$ cat config.mk
export PLATFORM = sky130hd
export DESIGN_NAME = bcd_timer_ctrl
export DESIGN_NICKNAME = d
export VERILOG_FILES = /design/src/rtl/bcd_timer_ctrl.sv
export SDC_FILE = /design/constraint.sdc
export NUM_CORES = 1
export LEC_CHECK = 0
export ABC_AREA = 0
export CAP_MARGIN = 10
export CORE_MARGIN = 2
export CORE_UTILIZATION = 54
export CTS_CLUSTER_DIAMETER = 40
export DETAILED_ROUTE_END_ITERATION = 12
export HOLD_SLACK_MARGIN = 0.12
export PLACE_DENSITY_LB_ADDON = 0.05
export SYNTH_ARGS = -nofsm -noshare
export SYNTH_HDL_FRONTEND = slang
export SYNTH_SLANG_ARGS = --single-unit
export TNS_END_PERCENT = 50
$ cat constraint.sdc
create_clock -name clk -period 5.6 [get_ports clk]
set_input_delay 1.12 -clock clk [delete_from_list [all_inputs] [get_ports clk]]
set_output_delay 1.12 -clock clk [all_outputs]
set_load 0.01 [all_outputs]
$ cat src/rtl/bcd_timer_ctrl.sv
// Run/pause/clear/load sequencer for a cascade of BCD decade counters.
// Includes the tick prescaler, digit ripple chain, terminal compare and lap capture.
//
// state | meaning
// IDLE  | stopped after reset, clear or load; prescaler at 0
// RUN   | prescaler advancing, count steps on every tick
// PAUSE | frozen; prescaler keeps its partial progress for resume
// DONE  | count reached limit (WRAP=0); left only via clear or load
module bcd_timer_ctrl #(
  parameter int DIGITS   = 4,
  parameter int PRESCALE = 1000,
  parameter int WRAP     = 0
) (
  input  logic                clk,
  input  logic                rst,
  input  logic                start,
  input  logic                stop,
  input  logic                clear,
  input  logic                load,
  input  logic [4*DIGITS-1:0] load_val,
  input  logic [4*DIGITS-1:0] limit,
  input  logic                lap,
  output logic [4*DIGITS-1:0] count,
  output logic [4*DIGITS-1:0] lap_val,
  output logic                running,
  output logic                done,
  output logic                tick,
  output logic                wrap,
  output logic                load_err
);

  localparam int CW = 4 * DIGITS;
  localparam int PW = (PRESCALE > 1) ? $clog2(PRESCALE) : 1;
  localparam logic [PW-1:0] PS_LAST = PW'(PRESCALE - 1);

  typedef enum logic [1:0] {
    S_IDLE  = 2'd0,
    S_RUN   = 2'd1,
    S_PAUSE = 2'd2,
    S_DONE  = 2'd3
  } state_t;

  state_t        state, state_nxt;
  logic [PW-1:0] presc, presc_nxt;
  logic [CW-1:0] count_nxt, count_inc, load_clean;
  logic          load_bad;
  logic          advance;
  logic          tick_nxt, wrap_nxt, load_err_nxt;
  logic          lap_take;

  // Ripple increment: a digit steps only while every lower digit is 9.
  function automatic logic [CW-1:0] bcd_inc(input logic [CW-1:0] v);
    logic [CW-1:0] r;
    logic          carry;
    r     = v;
    carry = 1'b1;
    for (int i = 0; i < DIGITS; i++) begin
      if (carry) begin
        if (v[4*i +: 4] == 4'd9) begin
          r[4*i +: 4] = 4'd0;
        end else begin
          r[4*i +: 4] = v[4*i +: 4] + 4'd1;
          carry       = 1'b0;
        end
      end
    end
    return r;
  endfunction

  function automatic logic [CW-1:0] bcd_clean(input logic [CW-1:0] v);
    logic [CW-1:0] r;
    r = v;
    for (int i = 0; i < DIGITS; i++) begin
      if (v[4*i +: 4] > 4'd9) begin
        r[4*i +: 4] = 4'd0;
      end
    end
    return r;
  endfunction

  assign count_inc  = bcd_inc(count);
  assign load_clean = bcd_clean(load_val);
  // Any illegal digit is forced to 0, so the cleaned value differs from the raw one.
  assign load_bad   = (load_clean != load_val);
  assign lap_take   = lap && ((state == S_RUN) || (state == S_PAUSE));

  always_comb begin
    state_nxt    = state;
    count_nxt    = count;
    presc_nxt    = presc;
    advance      = 1'b0;
    tick_nxt     = 1'b0;
    wrap_nxt     = 1'b0;
    load_err_nxt = 1'b0;

    if (clear) begin
      state_nxt = S_IDLE;
      count_nxt = '0;
      presc_nxt = '0;
    end else if (load) begin
      state_nxt    = S_IDLE;
      count_nxt    = load_clean;
      presc_nxt    = '0;
      load_err_nxt = load_bad;
    end else if (stop) begin
      if (state == S_RUN) begin
        state_nxt = S_PAUSE;
      end
    end else begin
      unique case (state)
        S_IDLE: begin
          if (start) begin
            state_nxt = S_RUN;
            presc_nxt = '0;
          end
        end
        S_PAUSE: begin
          if (start) begin
            state_nxt = S_RUN;
          end
        end
        S_RUN:   advance = 1'b1;
        default: ;
      endcase
    end

    if (advance) begin
      if (presc == PS_LAST) begin
        presc_nxt = '0;
        tick_nxt  = 1'b1;
        if (count_inc == limit) begin
          if (WRAP != 0) begin
            count_nxt = '0;
            wrap_nxt  = 1'b1;
          end else begin
            count_nxt = count_inc;
            state_nxt = S_DONE;
          end
        end else begin
          count_nxt = count_inc;
        end
      end else begin
        presc_nxt = presc + PW'(1);
      end
    end
  end

  always_ff @(posedge clk) begin
    if (rst) begin
      state    <= S_IDLE;
      presc    <= '0;
      count    <= '0;
      lap_val  <= '0;
      running  <= 1'b0;
      done     <= 1'b0;
      tick     <= 1'b0;
      wrap     <= 1'b0;
      load_err <= 1'b0;
    end else begin
      state    <= state_nxt;
      presc    <= presc_nxt;
      count    <= count_nxt;
      running  <= (state_nxt == S_RUN);
      done     <= (state_nxt == S_DONE);
      tick     <= tick_nxt;
      wrap     <= wrap_nxt;
      load_err <= load_err_nxt;
      if (lap_take) begin
        lap_val <= count;
      end
    end
  end

endmodule

Yosys cells after proc, flatten, opt, wreduce, memory -nomap -nowiden
Cells that the tools add are included.

cells by class
  reduce and logical (&&, ||, !) cells = 9
  mux-type cells = 41
  bitwise logic cells = 2
  equality and inequality tests = 12
  order comparisons = 4
  add/subtract/negate cells = 5

operator list
  cell                                                   count
  two-way mux 10 bit                                     7
  two-way mux 16 bit                                     4
  two-way mux 4 bit                                      11
  two-way mux 2 bit                                      9
  adder 4 x 1 -> 4 bit, second input constant            4
  == test 16 bit                                         1
  == test 4 bit, second input constant                   4
  greater-than comparator 4 bit, second input constant   4
  inequality test 16 bit                                 1
  adder 10 x 1 -> 10 bit, second input constant          1
  == test 10 bit, second input constant                  1
  two-way mux 1 bit                                      10
  nonzero test 4 bit                                     2
  == test 2 x 1 -> 1 bit, second input constant          2
  == test 2 bit, second input constant                   2
  inequality test 4 x 1 -> 1 bit, second input constant  1
  OR reduction 2 bit                                     2
  AND reduction 3 bit                                    1
  OR reduction 3 bit                                     1
  zero test 2 bit                                        1
  inverter 1 bit                                         2
  logical AND 1 bit                                      1
  logical OR 1 bit                                       1

storage, ports and cells
  input bits = 39
  logic and storage cells = 81
  register bits = 48

Longest topological paths before layout
  word-level depth = 10
  depth in mapped cells = 10

Worst setup path after synthesis
No wires, ideal clock.

  kind = input port to flip-flop
  start = input port stop
  end = register count[1]
  library setup time = 0.128 ns
  data arrival time = 2.388 ns
  buffers on the path = 2
  cell stages on the path = 7
  path slack = 3.084 ns
  path through = nor4b_1 > and3_1 > clkbuf_1 > clkbuf_1 > o211ai_1 > o21ai_0 > nor2_1

on the way
  longest elaborated chain between the ends = 4

RTL lines
  element               line  text
  from (decl)           17    input logic stop,
  two-way mux 1 bit     105   end else if (stop) begin
  two-way mux 1 bit     100   end else if (load) begin
  two-way mux 1 bit     96    if (clear) begin
  two-way mux 16 bit    127   if (advance) begin
  to (signal assigned)  162   count <= count_nxt;
  to (decl)             23    output logic [4*DIGITS-1:0] count,

Every way passes these cells.
A chain may end at the register's enable or synchronous reset.

Final worst setup path
  start = input port clear
  end = register state[1]

on the way
  longest elaborated chain between the ends = 4
  elaborated cells on any way between the ends = 5

RTL lines
  element               line  text
  from (decl)           18    input logic clear,
  two-way mux 2 bit     96
  two-way mux 2 bit     131   if (count_inc == limit) begin
  two-way mux 2 bit     128   if (presc == PS_LAST) begin
  two-way mux 2 bit *   127
  to (signal assigned)  160   state <= state_nxt;
  to (decl)             43    state_t state, state_nxt;

Mark *: on every way between the ends. The rest lies on a longest branch, timed or not.

==> results.json <==
{
  "max-clock-path-buffers": 2,
  "via_count": 3361,
  "gp_routability_congestion": 0.895,
  "worst-endpoint-required_ns": 5.84,
  "worstPathArrival_ns": 3.71,
  "design.core.area_um2": 5820,
  "drt-wirelength-per-cell_um": 15.9,
  "top_level_i_o_count": 76,
  "finalWorstPathRequiredPeriod_ns": 3.48,
  "antennaDiodeCount": 0,
  "drt_drc_violations_left": 0,
  "post-synth-top-area-cell": "dfxtp_1",
  "drt_first_iter_violations": 352,
  "yosys_most_used_dff": "dfxtp_1",
  "drive_gt1_share_pct": 3.91,
  "synthesis.area_per_instance_um2": 7.41,
  "critical_path.startpoint_type": "input pin",
  "fin_crit_sh_pct": 62.1,
  "async_reset_ff_share_pct": 0,
  "synth.ff_latch_count": 48,
  "dpl-instance-area_um2": 3920,
  "powerDensity_nw_per_um2": 185,
  "drtAntennaViolNets": 0,
  "clk_root_buffer_cell": "clkbuf_8",
  "synth_area_leaders": "dfxtp_1, a21oi_1, nand2_1",
  "outcome": "finished, final reports clean",
  "finish.net_count": 535,
  "cap_violations": 0,
  "critPathMaxFanout": 20,
  "timing.final.hold_violations": 0,
  "post_synth_edffs": 0,
  "initial_util_pct": 55.2,
  "h-tree-depth": 2,
  "yosysUniqueCellTypes": 62,
  "hp-class": "flop to flop",
  "core.rowCount": 28,
  "cts_tree": "yes",
  "syn_inst": 433,
  "max_clock_freq_mhz": 288,
  "dieHeight_um": 81.1,
  "cts.sinks": 48,
  "finish.instance_area_um2": 4060,
  "fillerInstances": 534,
  "transition_at_the_pin_with_the_smallest_max_transition_slack_ns": 0.821,
  "fin_tns_setup_ns": 0,
  "global_route.overflow_total": 0,
  "floorplan.die.width_um": 81.1,
  "die-area_um2": 6580,
  "post-cts-setup-buffers": 0,
  "cts_made_buffers": 5,
  "portBuffers": 74,
  "ctsHoldBuffers": 0,
  "wl_mm": 8.91,
  "criticalPathCategory": "input pin to flop",
  "dp_hpwl_mm": 6.44,
  "via_count_of_the_first_global_routing_pass": 2881,
  "finalClockSkew_ns": 0.00642,
  "antenna_found_initial": 0,
  "postCtsResizedCells": 0,
  "setup_viol": 0,
  "global_route_wire_length_before_repair_mm": 13.8,
  "setup.worst_path.end_class": "flop",
  "proportion_of_netlist_area_held_by_the_largest_area_contributor_pct": 29.9,
  "detailedRoute.firstPassIterationCount": 5,
  "p_leak_nw": 1.37,
  "via_cell_ratio": 5.99,
  "clkTransAtPathRegs_ns": 0.10,
  "ys.warnings.count": 0,
  "synth_fp_nets": 483,
  "synthesis.area_um2": 3210,
  "area_growth_syn_to_layout_pct": 26.4,
  "sequential_cell_area_fraction_in_the_yosys_report_pct": 29.9,
  "number_of_pins_with_negative_max_slew_slack_in_the_final_report": 0,
  "worst_skew_pair.late_latency_ns": 0.31,
  "relSlewSlack_pct": 45.2,
  "grt_start_max_net_pins": 40,
  "setup_repair_after_global_routing_missed_its_margin": "false",
  "track_usage_pct": 27.0,
  "power.ir.vdd_worst_mv": 0.146
}
cell type report:
class / instances / area (µm²) / share of cell area [%]
clock buffers: 5 / 68.8 / 1.70
clock inverters: 3 / 68.8 / 1.70
inverters: 13 / 48.8 / 1.20
multi-input cells: 341 / 2060 / 50.8
flip-flops and latches: 48 / 961 / 23.7
well taps: 75 / 93.8 / 2.31
repair buffers: 76 / 756 / 18.6
cell usage after synthesis (7+ instances only):
cell,n
nor3_1,12
nand4_1,8
nand3b_1,8
dfxtp_1,48
nor2b_1,14
or3_1,9
buf_2,7
clkbuf_1,20
nand3_1,10
ha_1,11
a21oi_1,46
xor2_1,10
o21ai_0,23
inv_1,13
nand2b_1,7
nor2_1,40
nand2_1,55
routing by layer:
metal  vias up  wire [µm]  global-route usage, %  part of all wire (%)
met2       129       4310                   46.2                    48
met5         -          0                      0                     0
met4         0        164                   7.12                   1.8
li1       1642          -                      -                     -
met3        15        552                   3.89                   6.2
met1      1575       3880                   35.7                    44
cell usage in the layout (no fill, tap or decap), types with 5 or more instances in the layout:
cell,count
a21oi_1,46
a31oi_1,5
and3_1,5
clkbuf_8,5
clkdlybuf4s50_1,74
dfxtp_1,48
ha_1,11
inv_1,13
nand2_1,55
nand2b_1,7
nand3_1,10
nand3b_1,8
nand4_1,8
nor2_1,40
nor2b_1,14
nor3_1,12
o21a_1,5
o21ai_0,23
or3_1,9
xor2_1,10
stage by stage:
step	power [mW]	hold slack (ns)	setup slack, ns	instances	util [%]
floorplan	0.402	0.479	3.08	433	-
global placement	0.449	0.442	2.03	553	67.4
detailed placement	0.450	0.448	1.84	553	67.4
CTS	0.751	0.462	2.17	561	69.8
global route	0.778	0.474	1.82	561	69.8
finish	0.751	0.458	2.12	561	69.8
worst max-delay path, cell delays in order:
cell and delay, ns:
clkdlybuf4s50_1 0.75, nor4b_1 0.59, nand4_1 0.43, nor3_1 0.44, nand4b_1 0.20, o22ai_1 0.19
path summary, 6_finish.rpt:
check	cells after the start	start	endpoint	slack (ns)
min reg2reg	2	lap_val[1]	lap_val[1]	0.46
min	2	lap_val[1]	lap_val[1]	0.46
max	6	clear	state[1]	2.12
max reg2reg	7	count[4]	state[1]	2.53
logic make-up after synthesis:
| group | after synthesis | synth area share (%) |
|---|---|---|
| xor+xnor | 14 | 4.29 |
| fa+ha+maj | 11 | 4.29 |
| mux | 4 | 1.29 |
| simple gates | 193 | 31.3 |
| other cells | 1 | 0.117 |
| buf+inv | 44 | 5.89 |
| compound gates | 118 | 22.9 |
| flops | 48 | 29.9 |
where the power goes:
part | leakage [nW] | switching (mW) | internal [mW]
Sequential | 0.387 | 0.00703 | 0.344
Combinational | 0.919 | 0.0427 | 0.0503
Clock | 0.0687 | 0.127 | 0.180
Total | 1.37 | 0.177 | 0.574
registers in the layout (all words and copies together), names as in the netlist:
register  count
count        16
done          1
lap_val      16
load_err      1
presc        10
running       1
state         2
tick          1
(Power assumes the default switching activity.)
